`config.mk`:
```
export PLATFORM = sky130hd
export DESIGN_NAME = fifo_burst_reader
export DESIGN_NICKNAME = d
export VERILOG_FILES = /design/src/rtl/fifo_reader_pkg.sv /design/src/rtl/reader_out_buf.sv /design/src/rtl/fifo_burst_reader.sv
export SDC_FILE = /design/constraint.sdc
export NUM_CORES = 1
export LEC_CHECK = 0
export CAP_MARGIN = 10
export CORE_MARGIN = 2
export CORE_UTILIZATION = 29
export CTS_CLUSTER_DIAMETER = 60
export CTS_CLUSTER_SIZE = 25
export DETAILED_ROUTE_END_ITERATION = 8
export PLACE_DENSITY_LB_ADDON = 0.12
export SLEW_MARGIN = 15
export SYNTH_ARGS = -nofsm -noshare
export SYNTH_HDL_FRONTEND = slang
export SYNTH_SLANG_ARGS = --single-unit
```
`constraint.sdc`:
```
create_clock -name clk -period 2.95 [get_ports clk]
set_input_delay 0.59 -clock clk [delete_from_list [all_inputs] [get_ports clk]]
set_output_delay 0.59 -clock clk [all_outputs]
set_load 0.02 [all_outputs]
```
`src/rtl/fifo_reader_pkg.sv`:
```
// -----------------------------------------------------------------------------
// fifo_reader_pkg
// Shared types and constants for the FIFO burst reader.
//   reader_state_t : controller states (IDLE, FETCH, DRAIN)
//   OUT_DEPTH      : entries in the output buffer that hides the FIFO read latency
//   PTR_W / CNT_W  : pointer width and occupancy-count width for that buffer
//   occupancy()    : buffered words plus the word still returning from the FIFO
// -----------------------------------------------------------------------------
package fifo_reader_pkg;

  typedef enum logic [1:0] {
    IDLE  = 2'd0,
    FETCH = 2'd1,
    DRAIN = 2'd2
  } reader_state_t;

  localparam int OUT_DEPTH = 4;
  localparam int PTR_W     = $clog2(OUT_DEPTH);
  localparam int CNT_W     = PTR_W + 1;

  // A word that has been issued but not yet written still needs a buffer slot,
  // so it counts against the buffer capacity.
  function automatic logic [CNT_W-1:0] occupancy(input logic [CNT_W-1:0] bufCount,
                                                 input logic             inflight);
    return bufCount + CNT_W'(inflight);
  endfunction

endpackage

```
`src/rtl/reader_out_buf.sv`:
```
// -----------------------------------------------------------------------------
// reader_out_buf
// Small circular buffer between the FIFO read data and the output stream.
// Ports:
//   clk, reset  : clock, asynchronous active-high reset (clears storage too)
//   flush       : synchronous discard of all contents
//   push/pushData : write one word at the tail
//   pop         : remove the head word (ignored when empty)
//   headData    : word at the head; held stable until it is popped
//   count       : number of stored words (0..OUT_DEPTH)
// -----------------------------------------------------------------------------
module reader_out_buf
  import fifo_reader_pkg::*;
#(
  parameter int DATA_WIDTH = 8
) (
  input  logic                  clk,
  input  logic                  reset,
  input  logic                  flush,
  input  logic                  push,
  input  logic [DATA_WIDTH-1:0] pushData,
  input  logic                  pop,
  output logic [DATA_WIDTH-1:0] headData,
  output logic [CNT_W-1:0]      count
);

  logic [DATA_WIDTH-1:0] mem_q [OUT_DEPTH];
  logic [PTR_W-1:0]      wrPtr_q;
  logic [PTR_W-1:0]      rdPtr_q;
  logic [CNT_W-1:0]      count_q;
  logic                  doPop;
  logic                  doPush;

  // Pops on an empty buffer are dropped; a push into a full buffer is only
  // legal when a pop frees the head slot in the same cycle.
  assign doPop  = pop & (count_q != '0);
  assign doPush = push & ((count_q != CNT_W'(OUT_DEPTH)) | doPop);

  // Storage, pointers and count. The pointers are exactly PTR_W bits wide so
  // they wrap around the ring without any explicit compare.
  always_ff @(posedge clk or posedge reset) begin
    if (reset) begin
      for (int i = 0; i < OUT_DEPTH; i++) begin
        mem_q[i] <= '0;
      end
      wrPtr_q <= '0;
      rdPtr_q <= '0;
      count_q <= '0;
    end else if (flush) begin
      wrPtr_q <= '0;
      rdPtr_q <= '0;
      count_q <= '0;
    end else begin
      if (doPush) begin
        mem_q[wrPtr_q] <= pushData;
        wrPtr_q        <= wrPtr_q + PTR_W'(1);
      end
      if (doPop) begin
        rdPtr_q <= rdPtr_q + PTR_W'(1);
      end
      case ({doPush, doPop})
        2'b10:   count_q <= count_q + CNT_W'(1);
        2'b01:   count_q <= count_q - CNT_W'(1);
        default: count_q <= count_q;
      endcase
    end
  end

  assign headData = mem_q[rdPtr_q];
  assign count    = count_q;

endmodule

```
`src/rtl/fifo_burst_reader.sv`:
```
// -----------------------------------------------------------------------------
// fifo_burst_reader
// Drain-side controller for the synchronous FIFO: on start it reads exactly
// burst_len words and presents them on a valid/ready stream at up to one word
// per cycle, hiding the FIFO's one-cycle read latency with reader_out_buf.
// Ports:
//   clk, reset            : clock, asynchronous active-high reset
//   start, burst_len      : burst request and length, sampled in IDLE only
//   busy, done            : burst in progress / one-cycle end-of-burst pulse
//   words_left            : words not yet accepted downstream
//   fifo_empty, fifo_re_en, fifo_data : FIFO read port (data valid one cycle
//                           after the read is issued)
//   m_valid, m_data, m_ready : output stream
//   abort, aborted        : only with READER_ABORT_EN defined; abort cancels a
//                           running burst, aborted pulses with done
// Build option: `define READER_ABORT_EN to add the abort feature.
// -----------------------------------------------------------------------------
module fifo_burst_reader
  import fifo_reader_pkg::*;
#(
  parameter int DATA_WIDTH = 8,
  parameter int LEN_WIDTH  = 8
) (
  input  logic                  clk,
  input  logic                  reset,
  input  logic                  start,
  input  logic [LEN_WIDTH-1:0]  burst_len,
  output logic                  busy,
  output logic                  done,
  output logic [LEN_WIDTH-1:0]  words_left,
  input  logic                  fifo_empty,
  output logic                  fifo_re_en,
  input  logic [DATA_WIDTH-1:0] fifo_data,
  output logic                  m_valid,
  output logic [DATA_WIDTH-1:0] m_data,
  input  logic                  m_ready
`ifdef READER_ABORT_EN
  ,
  input  logic                  abort,
  output logic                  aborted
`endif
);

  reader_state_t         state_q, state_d;
  logic [LEN_WIDTH-1:0]  remaining_q, remaining_d;
  logic [LEN_WIDTH-1:0]  wordsLeft_q, wordsLeft_d;
  logic                  inflight_q;
  logic                  done_q, done_d;
  logic [CNT_W-1:0]      bufCount;
  logic [DATA_WIDTH-1:0] bufHead;
  logic                  streamValid;
  logic                  issue;
  logic                  bufPush;
  logic                  bufPop;
  logic                  abortHit;

`ifdef READER_ABORT_EN
  logic aborted_q;
  assign abortHit = abort & (state_q != IDLE);
`else
  assign abortHit = 1'b0;
`endif

  // A read is issued only when a buffer slot is guaranteed for the returning
  // word, so the buffer can never overflow whatever m_ready does. Nothing here
  // looks at m_ready, which keeps the sink out of the FIFO read path.
  assign issue = (state_q == FETCH) & ~fifo_empty & (remaining_q != '0)
               & (occupancy(bufCount, inflight_q) < CNT_W'(OUT_DEPTH))
               & ~abortHit;

  assign streamValid = (bufCount != '0);
  assign bufPop      = streamValid & m_ready & ~abortHit;
  // The FIFO data register is only meaningful the cycle after an issue.
  assign bufPush     = inflight_q & ~abortHit;

  reader_out_buf #(
    .DATA_WIDTH (DATA_WIDTH)
  ) u_out_buf (
    .clk      (clk),
    .reset    (reset),
    .flush    (abortHit),
    .push     (bufPush),
    .pushData (fifo_data),
    .pop      (bufPop),
    .headData (bufHead),
    .count    (bufCount)
  );

  // State register.
  always_ff @(posedge clk or posedge reset) begin
    if (reset) begin
      state_q <= IDLE;
    end else begin
      state_q <= state_d;
    end
  end

  // Next-state logic. FETCH leaves on the cycle the last read is issued;
  // DRAIN waits until the returning word and every buffered word are gone.
  // done_d is raised on every transition that ends a burst, including a
  // zero-length request that never leaves IDLE.
  always_comb begin
    state_d = state_q;
    done_d  = 1'b0;
    unique case (state_q)
      IDLE: begin
        if (start) begin
          if (burst_len != '0) begin
            state_d = FETCH;
          end else begin
            done_d = 1'b1;
          end
        end
      end
      FETCH: begin
        if (issue && (remaining_q == LEN_WIDTH'(1))) begin
          state_d = DRAIN;
        end
      end
      DRAIN: begin
        if ((bufCount == '0) && !inflight_q && (wordsLeft_q == '0)) begin
          state_d = IDLE;
          done_d  = 1'b1;
        end
      end
      default: state_d = IDLE;
    endcase
    if (abortHit) begin
      state_d = IDLE;
      done_d  = 1'b1;
    end
  end

  // FSM outputs.
  always_comb begin
    busy       = (state_q != IDLE);
    fifo_re_en = issue;
  end

  // Counter next values: both counters load from burst_len on an accepted
  // start. remaining counts reads still to issue, words_left counts words
  // still to be accepted by the sink.
  always_comb begin
    remaining_d = remaining_q;
    wordsLeft_d = wordsLeft_q;
    if ((state_q == IDLE) && start) begin
      remaining_d = burst_len;
      wordsLeft_d = burst_len;
    end else if (abortHit) begin
      remaining_d = '0;
      wordsLeft_d = '0;
    end else begin
      if (issue) begin
        remaining_d = remaining_q - LEN_WIDTH'(1);
      end
      if (bufPop && (wordsLeft_q != '0)) begin
        wordsLeft_d = wordsLeft_q - LEN_WIDTH'(1);
      end
    end
  end

  // Datapath registers. Reset drops any word still in flight; the FIFO has
  // already advanced past it.
  always_ff @(posedge clk or posedge reset) begin
    if (reset) begin
      remaining_q <= '0;
      wordsLeft_q <= '0;
      inflight_q  <= 1'b0;
      done_q      <= 1'b0;
    end else begin
      remaining_q <= remaining_d;
      wordsLeft_q <= wordsLeft_d;
      inflight_q  <= issue;
      done_q      <= done_d;
    end
  end

`ifdef READER_ABORT_EN
  // aborted pulses alongside done on the cycle after a cancel.
  always_ff @(posedge clk or posedge reset) begin
    if (reset) begin
      aborted_q <= 1'b0;
    end else begin
      aborted_q <= abortHit;
    end
  end
  assign aborted = aborted_q;
`endif

  assign done       = done_q;
  assign words_left = wordsLeft_q;
  assign m_valid    = streamValid;
  assign m_data     = bufHead;

endmodule

```
==> results.json <==
{
  "switching_share": 0.359,
  "whs_path_depth": 1,
  "grt_max_degree": 60,
  "ys_seq_area_frac": 0.483,
  "final.fill_count": 1021,
  "drtIter0Drc": 73,
  "drc": 0,
  "drv_slew": 0,
  "fmax_mhz": 370,
  "path_buf_inv": 1,
  "worst_path_largest_cell_delay_ns": 0.67,
  "synthFlopType": "dfrtp_1",
  "synth_seq_cells": 59,
  "synth_fp_nets": 284,
  "power_mw": 4.43,
  "port_buffers": 40,
  "relSlewSlack": 0.658,
  "final-seq-area_um2": 1480,
  "row_count": 37,
  "via_count": 2167,
  "hold_path.class": "reg -> reg",
  "ys_warn_count": 0,
  "reg2reg_slack_ns": 0.93,
  "regToRegEndpoint": "u_out_buf.count[2]",
  "final-setup-viol-count": 0,
  "grt_pass1_wl_um": 11200,
  "start_util": 0.298,
  "synth_most_common_cell": "dfrtp_1",
  "die_h_um": 107,
  "worst_setup_path_start_kind": "register",
  "track_usage": 0.128,
  "ant_nets": 0,
  "intPower_mw": 2.84,
  "fin_cells": 443,
  "coreArea_um2": 10300,
  "slowest_stage": "dfrtp_1",
  "min_period_over_period": 0.917,
  "synth_edf_count": 0,
  "cts_setup_buffers": 0,
  "maxCapViolCount": 0,
  "r2r_cells": 7,
  "vdd_drop_max_v": 0.000516,
  "async_flop_share": 1.00,
  "leakage_nw": 1.59,
  "combPwrFrac": 0.435,
  "cts_root_buf": "clkbuf_8",
  "dp_hpwl_um": 4840,
  "final_layout_size_suffix_gt1_frac": 0.257,
  "drt_first_pass_iters": 4,
  "grt_pass1_vias": 2194,
  "cts_buffers": 9,
  "critPathArrivalTime_ns": 2.12,
  "synth_area_per_cell_um2": 12.1,
  "synthTopCellsByArea": "dfrtp_1, mux2_2, mux4_2",
  "syn_inst": 253,
  "syn_area_um2": 3060,
  "worst_setup_path_end_kind": "output port",
  "synth_common_cells": "dfrtp_1, mux2_2, nand2_1",
  "cp-endpoint": "m_data[6]",
  "place_inst": 427,
  "post_drt_via_cell_ratio": 4.89,
  "critPathMaxFanout": 9,
  "final_util": 0.380,
  "p_sw_mw": 1.59,
  "rr_startpoint": "u_out_buf.count[0]",
  "final_nets": 333,
  "wire_per_inst_um": 15.8,
  "post-route-min-period_ns": 2.71,
  "fin_tns_setup_ns": 0,
  "status": "complete, no violations",
  "cts_tree": "built",
  "antenna_found_initial": 0,
  "multiInputGateArea_um2": 1500,
  "seqPwrFrac": 0.357,
  "yosysTopAreaCellShare": 0.483,
  "crit_path_cell_trace": "mux4_2 -> clkdlybuf4s50_1",
  "die_w_um": 107,
  "grt-ovfl-total": 0,
  "cp-startpoint": "u_out_buf.rdPtr_q[1]",
  "clock_latency_ns": 0.34,
  "holdBufCountCts": 0,
  "path_class": "reg -> out",
  "crit_family": "flip-flops",
  "ios": 41,
  "die_area_um2": 11400,
  "worst_pin_slew_ns": 0.507,
  "rsz0062_at_grt": "no",
  "crit_cells": 2,
  "n_antenna_cell": 0,
  "worst_clock_skew_ns": 0.0126,
  "cts.clk_slew.worst_paths_ns": 0.07,
  "globalplace.congestion": 0.780,
  "p_per_area_nw_per_um2": 1140,
  "syn_to_final_growth_pct": 27.6,
  "p_clk_frac": 0.208,
  "crit_required_ns": 2.36,
  "wl_um": 7020,
  "synthDistinctLibCells": 55,
  "finalHoldViolations": 0,
  "cts_max_level": 3,
  "yosysTopAreaCell": "dfrtp_1",
  "clock-sinks": 59,
  "cts_buffer_depth": 2
}
-- flip-flops by register name, indices dropped and copies added, names as in the netlist --
| name | count |
|---|---|
| words_left | 8 |
| u_out_buf.count | 3 |
| remaining_q | 8 |
| state_q | 2 |
| u_out_buf.wrPtr_q | 2 |
| bufPush | 1 |
| u_out_buf.mem_q | 32 |
| u_out_buf.rdPtr_q | 2 |
| done | 1 |
-- worst register-to-register path: cells and delay by family, from the launching register on --
family | cells | cell delay, ns
fa+ha+maj | 1 | 0.40
compound gates | 2 | 0.46
simple gates | 2 | 0.32
buf+inv | 1 | 0.18
xor+xnor | 1 | 0.15
flops | 1 | 0.40
-- layer usage --
metal,GRT usage,part of all wire,vias to the layer above
li1,-,-,1046
met1,0.162,0.47,1062
met2,0.212,0.47,51
met3,0.0383,0.048,8
met4,0.0390,0.0088,0
met5,0,0,-
-- through the flow --
stage	hold WS, ns	worst slack (ns)	instance area, um^2
after floorplan	0.462	0.904	3060
after global placement	0.483	0.0938	3640
after detailed placement	0.492	0.0934	3640
after CTS	0.507	0.0421	3890
after global routing	0.518	0.108	3900
final	0.503	0.244	3900
-- power groups by stage --
stage | logic [mW] | registers [mW] | clock network (mW)
final | 1.93 | 1.58 | 0.924
after global routing | 2.10 | 1.65 | 0.990
after CTS | 1.95 | 1.58 | 0.951
after detailed placement | 1.95 | 1.59 | 0
after global placement | 1.93 | 1.59 | 0
after floorplan | 1.37 | 1.49 | 0
-- layout by cell type, fill, tap and decap left out, types with 8 or more instances in the layout --
| cell type | instances |
|---|---|
| ha_1 | 9 |
| mux4_2 | 8 |
| clkdlybuf4s50_1 | 39 |
| dfrtp_1 | 59 |
| nor2_1 | 12 |
| clkbuf_8 | 10 |
| mux2_2 | 32 |
| nand2_1 | 16 |
| inv_1 | 9 |
-- how the worst min path moves through the flow --
| stage | from | end | slack, ns |
|---|---|---|---|
| 4_1_cts | u_out_buf.mem_q[7] | u_out_buf.mem_q[7] | 0.51 |
| 2_1_floorplan | state_q[0] | done | 0.46 |
| 6_report | u_out_buf.mem_q[8] | u_out_buf.mem_q[8] | 0.50 |
| 3_5_place_dp | u_out_buf.mem_q[8] | u_out_buf.mem_q[8] | 0.49 |
| 3_3_place_gp | u_out_buf.mem_q[12] | u_out_buf.mem_q[12] | 0.48 |
| 5_1_grt | u_out_buf.mem_q[5] | u_out_buf.mem_q[5] | 0.52 |
-- kinds of logic after synthesis --
| logic type | Yosys count | share of synthesized area |
|---|---|---|
| DFF | 59 | 0.483 |
| AOI/OAI and AO/OA | 39 | 0.0962 |
| muxes | 42 | 0.185 |
| and+or+nand+nor | 75 | 0.139 |
| adders and majority gates | 10 | 0.0434 |
| buffers and inverters | 19 | 0.0278 |
| xor gates and xnor gates | 9 | 0.0258 |
-- final cells by class --
cell class                 instances  share of cell area
multi-input combinational        175               0.385
clock inverter                     6              0.0289
timing repair buffer              46               0.118
tap                              136              0.0436
clock buffer                      10              0.0353
sequential                        59               0.378
inverter                          11              0.0106
-- repair_timing --
item / CTS / global route
gates resized for setup: 0 / 2
hold endpoints to repair: 0 / 0
setup endpoints to repair: 0 / 1
No activity file was read; power rests on OpenSTA's default activity.
